**src/rtl/pe_pkg.sv**
```systemverilog
// Shared types for the PE reducer feed path: address triples, feed entries
// and the grouping FSM states.
package pe_pkg;
  localparam int ADDR_W = 7;
  localparam int DATA_W = 16;

  typedef logic [2:0][ADDR_W-1:0] addr3_t;

  typedef struct packed {
    addr3_t                   addr;
    logic signed [DATA_W-1:0] w;
    logic signed [DATA_W-1:0] ia;
    logic                     last;
  } feed_entry_t;

  typedef enum logic [1:0] {
    S_IDLE = 2'd0,
    S_WAIT = 2'd1,
    S_DONE = 2'd2
  } feed_state_e;

  // Filler slot: merges into the given address with zero contribution.
  function automatic feed_entry_t pad_entry(input addr3_t addr);
    feed_entry_t e;
    e.addr = addr;
    e.w    = {DATA_W{1'b0}};
    e.ia   = {DATA_W{1'b0}};
    e.last = 1'b0;
    return e;
  endfunction
endpackage

```
**src/rtl/pe_feed_fifo.sv**
```systemverilog
// In-order entry buffer with a three-deep lookahead window and a 0..3 pop per
// cycle; count and ready are both registered.
module pe_feed_fifo
  import pe_pkg::*;
#(
  parameter int DEPTH = 8
) (
  input  logic                   i_clk,
  input  logic                   i_rst_n,
  input  logic                   i_valid,
  input  feed_entry_t            i_entry,
  input  logic [1:0]             i_pop_cnt,
  output feed_entry_t            o_peek [3],
  output logic [$clog2(DEPTH):0] o_count,
  output logic                   o_ready
);
  localparam int PW = $clog2(DEPTH);
  localparam int CW = PW + 1;

  feed_entry_t   mem_r [DEPTH];
  logic [PW-1:0] wr_ptr_r;
  logic [PW-1:0] rd_ptr_r;
  logic [CW-1:0] count_r;
  logic [CW-1:0] count_next_s;
  logic          ready_r;
  logic          push_s;

  // Accept decision, next occupancy and the lookahead window.
  always_comb begin
    push_s       = i_valid & ready_r;
    count_next_s = count_r + CW'(push_s) - CW'(i_pop_cnt);
    for (int i = 0; i < 3; i++) begin
      o_peek[i] = mem_r[rd_ptr_r + PW'(i)];
    end
  end

  // Storage, pointers (wrap naturally at DEPTH) and occupancy.
  always_ff @(posedge i_clk or negedge i_rst_n) begin
    if (!i_rst_n) begin
      for (int i = 0; i < DEPTH; i++) begin
        mem_r[i] <= {$bits(feed_entry_t){1'b0}};
      end
      wr_ptr_r <= {PW{1'b0}};
      rd_ptr_r <= {PW{1'b0}};
      count_r  <= {CW{1'b0}};
      ready_r  <= 1'b1;
    end else begin
      if (push_s) begin
        mem_r[wr_ptr_r] <= i_entry;
        wr_ptr_r        <= wr_ptr_r + {{(PW-1){1'b0}}, 1'b1};
      end
      rd_ptr_r <= rd_ptr_r + PW'(i_pop_cnt);
      count_r  <= count_next_s;
      ready_r  <= (count_next_s < CW'(DEPTH));
    end
  end

  assign o_count = count_r;
  assign o_ready = ready_r;
endmodule

```
**src/rtl/pe_triple_feeder.sv**
```systemverilog
// Packs buffered feed entries into groups of three (tile-end closes a group
// early, padded with zero-weight copies of its last address) for the reducer.
module pe_triple_feeder
  import pe_pkg::*;
#(
  parameter int FIFO_DEPTH = 8
) (
  input  logic                     i_clk,
  input  logic                     i_rst_n,
  input  logic                     i_valid,
  output logic                     o_ready,
  input  addr3_t                   i_addr,
  input  logic signed [DATA_W-1:0] i_w,
  input  logic signed [DATA_W-1:0] i_ia,
  input  logic                     i_last,
  output logic                     o_start,
  output addr3_t                   o_addr [3],
  output logic signed [DATA_W-1:0] o_w [3],
  output logic signed [DATA_W-1:0] o_ia [3],
  input  logic                     i_red_finish,
  output logic                     o_tile_done,
  output logic                     o_busy
);
  localparam int CW = $clog2(FIFO_DEPTH) + 1;

  feed_entry_t   entry_s;
  feed_entry_t   peek_s [3];
  feed_entry_t   slot_s [3];
  feed_entry_t   grp_r [3];
  addr3_t        pad_addr_s;
  logic [CW-1:0] count_s;
  logic [2:0]    lastv_s;
  logic [1:0]    k_s;
  logic [1:0]    pop_cnt_s;
  logic          found_s;
  logic          issue_s;
  feed_state_e   state_r;
  logic          start_r;
  logic          busy_r;
  logic          tile_done_r;
  logic          grp_last_r;

  pe_feed_fifo #(.DEPTH(FIFO_DEPTH)) u_fifo (
    .i_clk     (i_clk),
    .i_rst_n   (i_rst_n),
    .i_valid   (i_valid),
    .i_entry   (entry_s),
    .i_pop_cnt (pop_cnt_s),
    .o_peek    (peek_s),
    .o_count   (count_s),
    .o_ready   (o_ready)
  );

  // Group size: up to and including the first valid last flag, else three.
  always_comb begin
    entry_s = '{addr: i_addr, w: i_w, ia: i_ia, last: i_last};
    for (int i = 0; i < 3; i++) begin
      lastv_s[i] = (count_s > CW'(i)) && peek_s[i].last;
    end
    found_s = |lastv_s;
    if (lastv_s[0]) begin
      k_s = 2'd1;
    end else if (lastv_s[1]) begin
      k_s = 2'd2;
    end else begin
      k_s = 2'd3;
    end
    issue_s   = (state_r == S_IDLE) && ((count_s >= CW'(3)) || found_s);
    pop_cnt_s = issue_s ? k_s : 2'd0;
  end

  // Slot contents for an issue, padding past the group's last real entry.
  always_comb begin
    case (k_s)
      2'd1:    pad_addr_s = peek_s[0].addr;
      2'd2:    pad_addr_s = peek_s[1].addr;
      default: pad_addr_s = peek_s[2].addr;
    endcase
    for (int j = 0; j < 3; j++) begin
      if (2'(j) < k_s) begin
        slot_s[j] = peek_s[j];
      end else begin
        slot_s[j] = pad_entry(pad_addr_s);
      end
    end
  end

  // Grouping FSM with registered handshake outputs and held group slots.
  always_ff @(posedge i_clk or negedge i_rst_n) begin
    if (!i_rst_n) begin
      state_r     <= S_IDLE;
      start_r     <= 1'b0;
      busy_r      <= 1'b0;
      tile_done_r <= 1'b0;
      grp_last_r  <= 1'b0;
      for (int j = 0; j < 3; j++) begin
        grp_r[j] <= {$bits(feed_entry_t){1'b0}};
      end
    end else begin
      case (state_r)
        S_IDLE: begin
          tile_done_r <= 1'b0;
          if (issue_s) begin
            for (int j = 0; j < 3; j++) begin
              grp_r[j] <= slot_s[j];
            end
            grp_last_r <= found_s;
            start_r    <= 1'b1;
            busy_r     <= 1'b1;
            state_r    <= S_WAIT;
          end else begin
            start_r <= 1'b0;
          end
        end
        S_WAIT: begin
          start_r <= 1'b0;
          if (i_red_finish) begin
            busy_r      <= 1'b0;
            tile_done_r <= grp_last_r;
            state_r     <= grp_last_r ? S_DONE : S_IDLE;
          end else begin
            busy_r <= 1'b1;
          end
        end
        S_DONE: begin
          tile_done_r <= 1'b0;
          state_r     <= S_IDLE;
        end
        default: begin
          start_r     <= 1'b0;
          busy_r      <= 1'b0;
          tile_done_r <= 1'b0;
          state_r     <= S_IDLE;
        end
      endcase
    end
  end

  always_comb begin
    for (int j = 0; j < 3; j++) begin
      o_addr[j] = grp_r[j].addr;
      o_w[j]    = grp_r[j].w;
      o_ia[j]   = grp_r[j].ia;
    end
  end

  assign o_start     = start_r;
  assign o_busy      = busy_r;
  assign o_tile_done = tile_done_r;
endmodule

```
**config.mk**
```make
export PLATFORM = sky130hd
export DESIGN_NAME = pe_triple_feeder
export DESIGN_NICKNAME = d
export VERILOG_FILES = /design/src/rtl/pe_pkg.sv /design/src/rtl/pe_feed_fifo.sv /design/src/rtl/pe_triple_feeder.sv
export SDC_FILE = /design/constraint.sdc
export NUM_CORES = 1
export LEC_CHECK = 0
export BUFFER_PORTS_ARGS = -buffer_cell sky130_fd_sc_hd__buf_2
export CELL_PAD_IN_SITES_DETAIL_PLACEMENT = 0
export CELL_PAD_IN_SITES_GLOBAL_PLACEMENT = 1
export CORE_AREA = 3 3 211 316
export DETAILED_ROUTE_END_ITERATION = 6
export DIE_AREA = 0 0 214 319
export PLACE_DENSITY = 0.8
export SETUP_SLACK_MARGIN = 0.02
export SLEW_MARGIN = 20
export SYNTH_ARGS = -nofsm -noshare
export SYNTH_HDL_FRONTEND = slang
export SYNTH_SLANG_ARGS = --single-unit
```
**constraint.sdc**
```tcl
create_clock -name i_clk -period 5.5 [get_ports i_clk]
set_input_delay 0.55 -clock i_clk [delete_from_list [all_inputs] [get_ports i_clk]]
set_output_delay 0.55 -clock i_clk [all_outputs]
set_load 0.1 [all_outputs]
```
==> key figures <==
Worst setup path
  • Crit. End Element: flip-flop
  • Critical path type: reg2reg
  • Worst EP arrival: 4540 ps
  • CP required: 6010 ps
  • Startpoint class of the critical path: flip-flop
  • Worst R2R Setup Slack: 1460 ps
  • Reg-to-Reg Start: u_fifo.rd_ptr_r[0]$_DFF_PN0_
  • R2r worst-path depth: 7
  • Reg2Reg Capture Point: o_ia[4]$_DFFE_PN0P_
  • Crit Path Max Fanout: 56

Worst hold path
  • Worst hold start: i_red_finish
  • Worst Hold Path EP: state_r[1]$_DFFE_PN0P_
  • Worst min path class: in2reg
  • Hold Crit Depth: 3

Clocking
  • CTS H-tree depth: 2
  • Post-CTS Setup Bufs: 0
  • CTS tree: yes
  • Maximum clock insertion buffer count: 3
  • CTS clk-pin slew, worst paths: 60 ps
  • CTS Sinks: 608
  • Num CTS Buffers: 59
  • Root buf cell: clkbuf_16
  • Worst-Skew Late Latency: 630 ps

Global routing
  • First-pass GRT wire length: roughly 130000 um
  • Global-route usage over all layers: ~25%
  • Grt total ovfl: 0
  • Initial antenna violation count: 11
  • Largest net degree at the start of global routing: 160
  • Number of global-route vias before repair: around 22000

Layout
  • P&R area growth vs syn: 12.10%
  • Final Non-Filler Cells: 3137
  • Fraction of layout cells with a size suffix above 1: 60.07%
  • Fill cells: between 5000 and 6000
  • Final layout net count: 2281
  • Most frequent cells in the layout: dfrtp_1, mux2_2, mux4_2, buf_2, mux2_4
  • Multi-input logic area: roughly 0.017 sq mm
  • Reg area: 0.01523 sq mm
  • Most common cell after layout, fill and taps aside: dfrtp_1
  • Design area: 0.03727 sq mm

Drt
  • Wire length per cell: between 20 and 30 um
  • Residual DRC count: 0
  • 1st-pass router iterations: 5
  • Starting DRT DRC Count: 1277
  • Final antenna-violating net count: 0
  • Vias per inst: about 6.4
  • Via Count: 20190
  • WL final: ~86000 um

Run
  • Maxcap violations: 0

Logic synthesis
  • Synthesized Nets: 2126
  • Syn avg cell area: around 16 sq um
  • Flops & latches, synth: 608
  • Yosys cell types: 35
  • Post-Synth Simple-Gate Area: 1.325%
  • Synth area leader: dfrtp_1
  • Syn. warnings: 0
  • Post-synthesis adder-cell area fraction: 0.4968%
  • Synth Instances: between 2000 and 2500
  • Compound-cell area share of the yosys netlist: 1.724%
  • Largest family of logic cells by synthesized area: multiplexers
  • Post-Syn Area: 0.03324 sq mm
  • Yosys top cell area share: a little under half
  • Share of the yosys chip area belonging to registers: 45.77%
  • XOR/XNOR share of the synthesized area: less than 1%
  • Synth area leaders: dfrtp_1, mux4_2, mux2_2
  • Mux contribution to synthesized area: between 40% and 50%

Timing
  • Max Slew Vio Count: 0
  • Clock skew: 12.49 ps
  • Max_slew headroom: around a third
  • Final worst path period share: 73.42%
  • Final min period: approximately 4000 ps
  • Worst slew pin tran: 1023 ps
  • Final hold slack: 181.1 ps
  • RSZ-0062 raised after global routing: no
  • Endpoints failing hold: 0
  • Fmax: about 250 MHz
  • Setup-failing EPs final: 0
  • Fin Setup TNS: 0 ps

Floorplan
  • Die height: 319 um
  • Core Box Area: 0.06433 sq mm
  • Area of the die: about 0.068 sq mm
  • Rows: about 110
  • Die width: 214 um
  • Starting Density: 51.68%
  • I/O Pins: 221

Place
  • Placed Cells: 3018
  • Post-DP HPWL: 52410 um
  • Gpl congestion: about 0.81
  • IO Port Bufs: between 200 and 250
  • Placed instance area: around 0.035 sq mm

Outcome
  • Status: finished, final reports clean
-- cell usage after synthesis --
cell	count
o221ai_1	22
nor4_1	3
buf_6	12
buf_2	24
dfstp_2	1
xnor2_1	4
dfrtp_1	607
a2111oi_0	1
ha_1	10
clkbuf_1	91
and2_1	1
fa_1	2
nand2b_1	6
xor2_1	1
nor2b_1	4
or3_1	3
nand3_1	2
o2bb2ai_1	33
a21oi_1	5
nor2_1	8
xor2_2	1
mux2i_1	88
buf_4	1
o22ai_1	1
nor3_1	37
o31ai_2	1
mux2_4	99
o31a_1	1
mux4_2	322
inv_1	33
buf_1	42
a21o_1	4
nand2_1	27
or4_1	1
mux2_2	558
-- metrics by stage --
stage,setup slack [ps],util (%)
4_1_cts,1426,57.84
3_5_place_dp,1438,54.69
3_3_place_gp,1034,54.66
6_report,1462,57.93
2_1_floorplan,1615,-
5_1_grt,1167,57.91
-- flip-flops by register name (all words and copies together), names as in the netlist --
signal           flops
o_tile_done          1
u_fifo.rd_ptr_r      3
o_start              1
u_fifo.wr_ptr_r      3
u_fifo.o_count       4
o_w                 48
grp_last_r           1
o_addr              63
u_fifo.o_ready       1
o_busy               1
u_fifo.mem_r       432
o_ia                48
state_r              2
-- worst max path at each step --
stage / start / endpoint / slack (ps) / cells after the start
2_1_floorplan: u_fifo.rd_ptr_r[0]$_DFF_PN0_ / u_fifo.o_count[2]$_DFF_PN0_ / 1620 / 14
3_3_place_gp: u_fifo.rd_ptr_r[0]$_DFF_PN0_ / o_ia[4]$_DFFE_PN0P_ / 1030 / 7
3_5_place_dp: u_fifo.rd_ptr_r[0]$_DFF_PN0_ / o_ia[7]$_DFFE_PN0P_ / 1440 / 7
4_1_cts: u_fifo.rd_ptr_r[0]$_DFF_PN0_ / o_ia[7]$_DFFE_PN0P_ / 1430 / 7
5_1_grt: u_fifo.rd_ptr_r[0]$_DFF_PN0_ / o_ia[7]$_DFFE_PN0P_ / 1170 / 7
6_report: u_fifo.rd_ptr_r[0]$_DFF_PN0_ / o_ia[4]$_DFFE_PN0P_ / 1460 / 7
-- per-layer routing --
metal	wire length [um]	global-route usage [%]	up-vias
li1	-	-	8382
met1	33500	31.97	10950
met2	44470	44.28	693
met3	4897	4.746	162
met4	2723	7.954	8
met5	56	0	-
-- worst max-delay path, stage by stage (launching register included) --
cell	delay, ps
dfrtp_4	500
buf_4	710
a2111oi_1	300
nor3_2	230
buf_4	410
o31a_4	630
buf_4	670
mux2_2	400
-- layout make-up --
class	instances	share of cell area, %
clock buffers	84	4.509
clock inverters	25	0.9065
repair buffers	264	4.116
diodes	8	0.05372
multi-input cells	1245	46.30
well taps	870	2.921
flip-flops and latches	608	40.86
inverters	33	0.3324
-- timing repair --
item	4_1_cts	5_1_grt
gates resized for setup	0	0
hold buffers	1	0
endpoints found under the setup margin	0	0
endpoints found under the hold margin	17	0
-- logic make-up (layout without fill, tap and decap cells) --
group / Yosys count / in the layout
DFF: 608 / 608
buffers and inverters: 203 / 406
muxes: 1067 / 1067
AOI/OAI and AO/OA: 68 / 68
other: 0 / 8
adders and majority gates: 12 / 12
and+or+nand+nor: 92 / 92
xor gates and xnor gates: 6 / 6
Power is left out: the tool's default activity adds up to more than one toggle a clock period on the data nets, which glitch-free logic cannot reach.
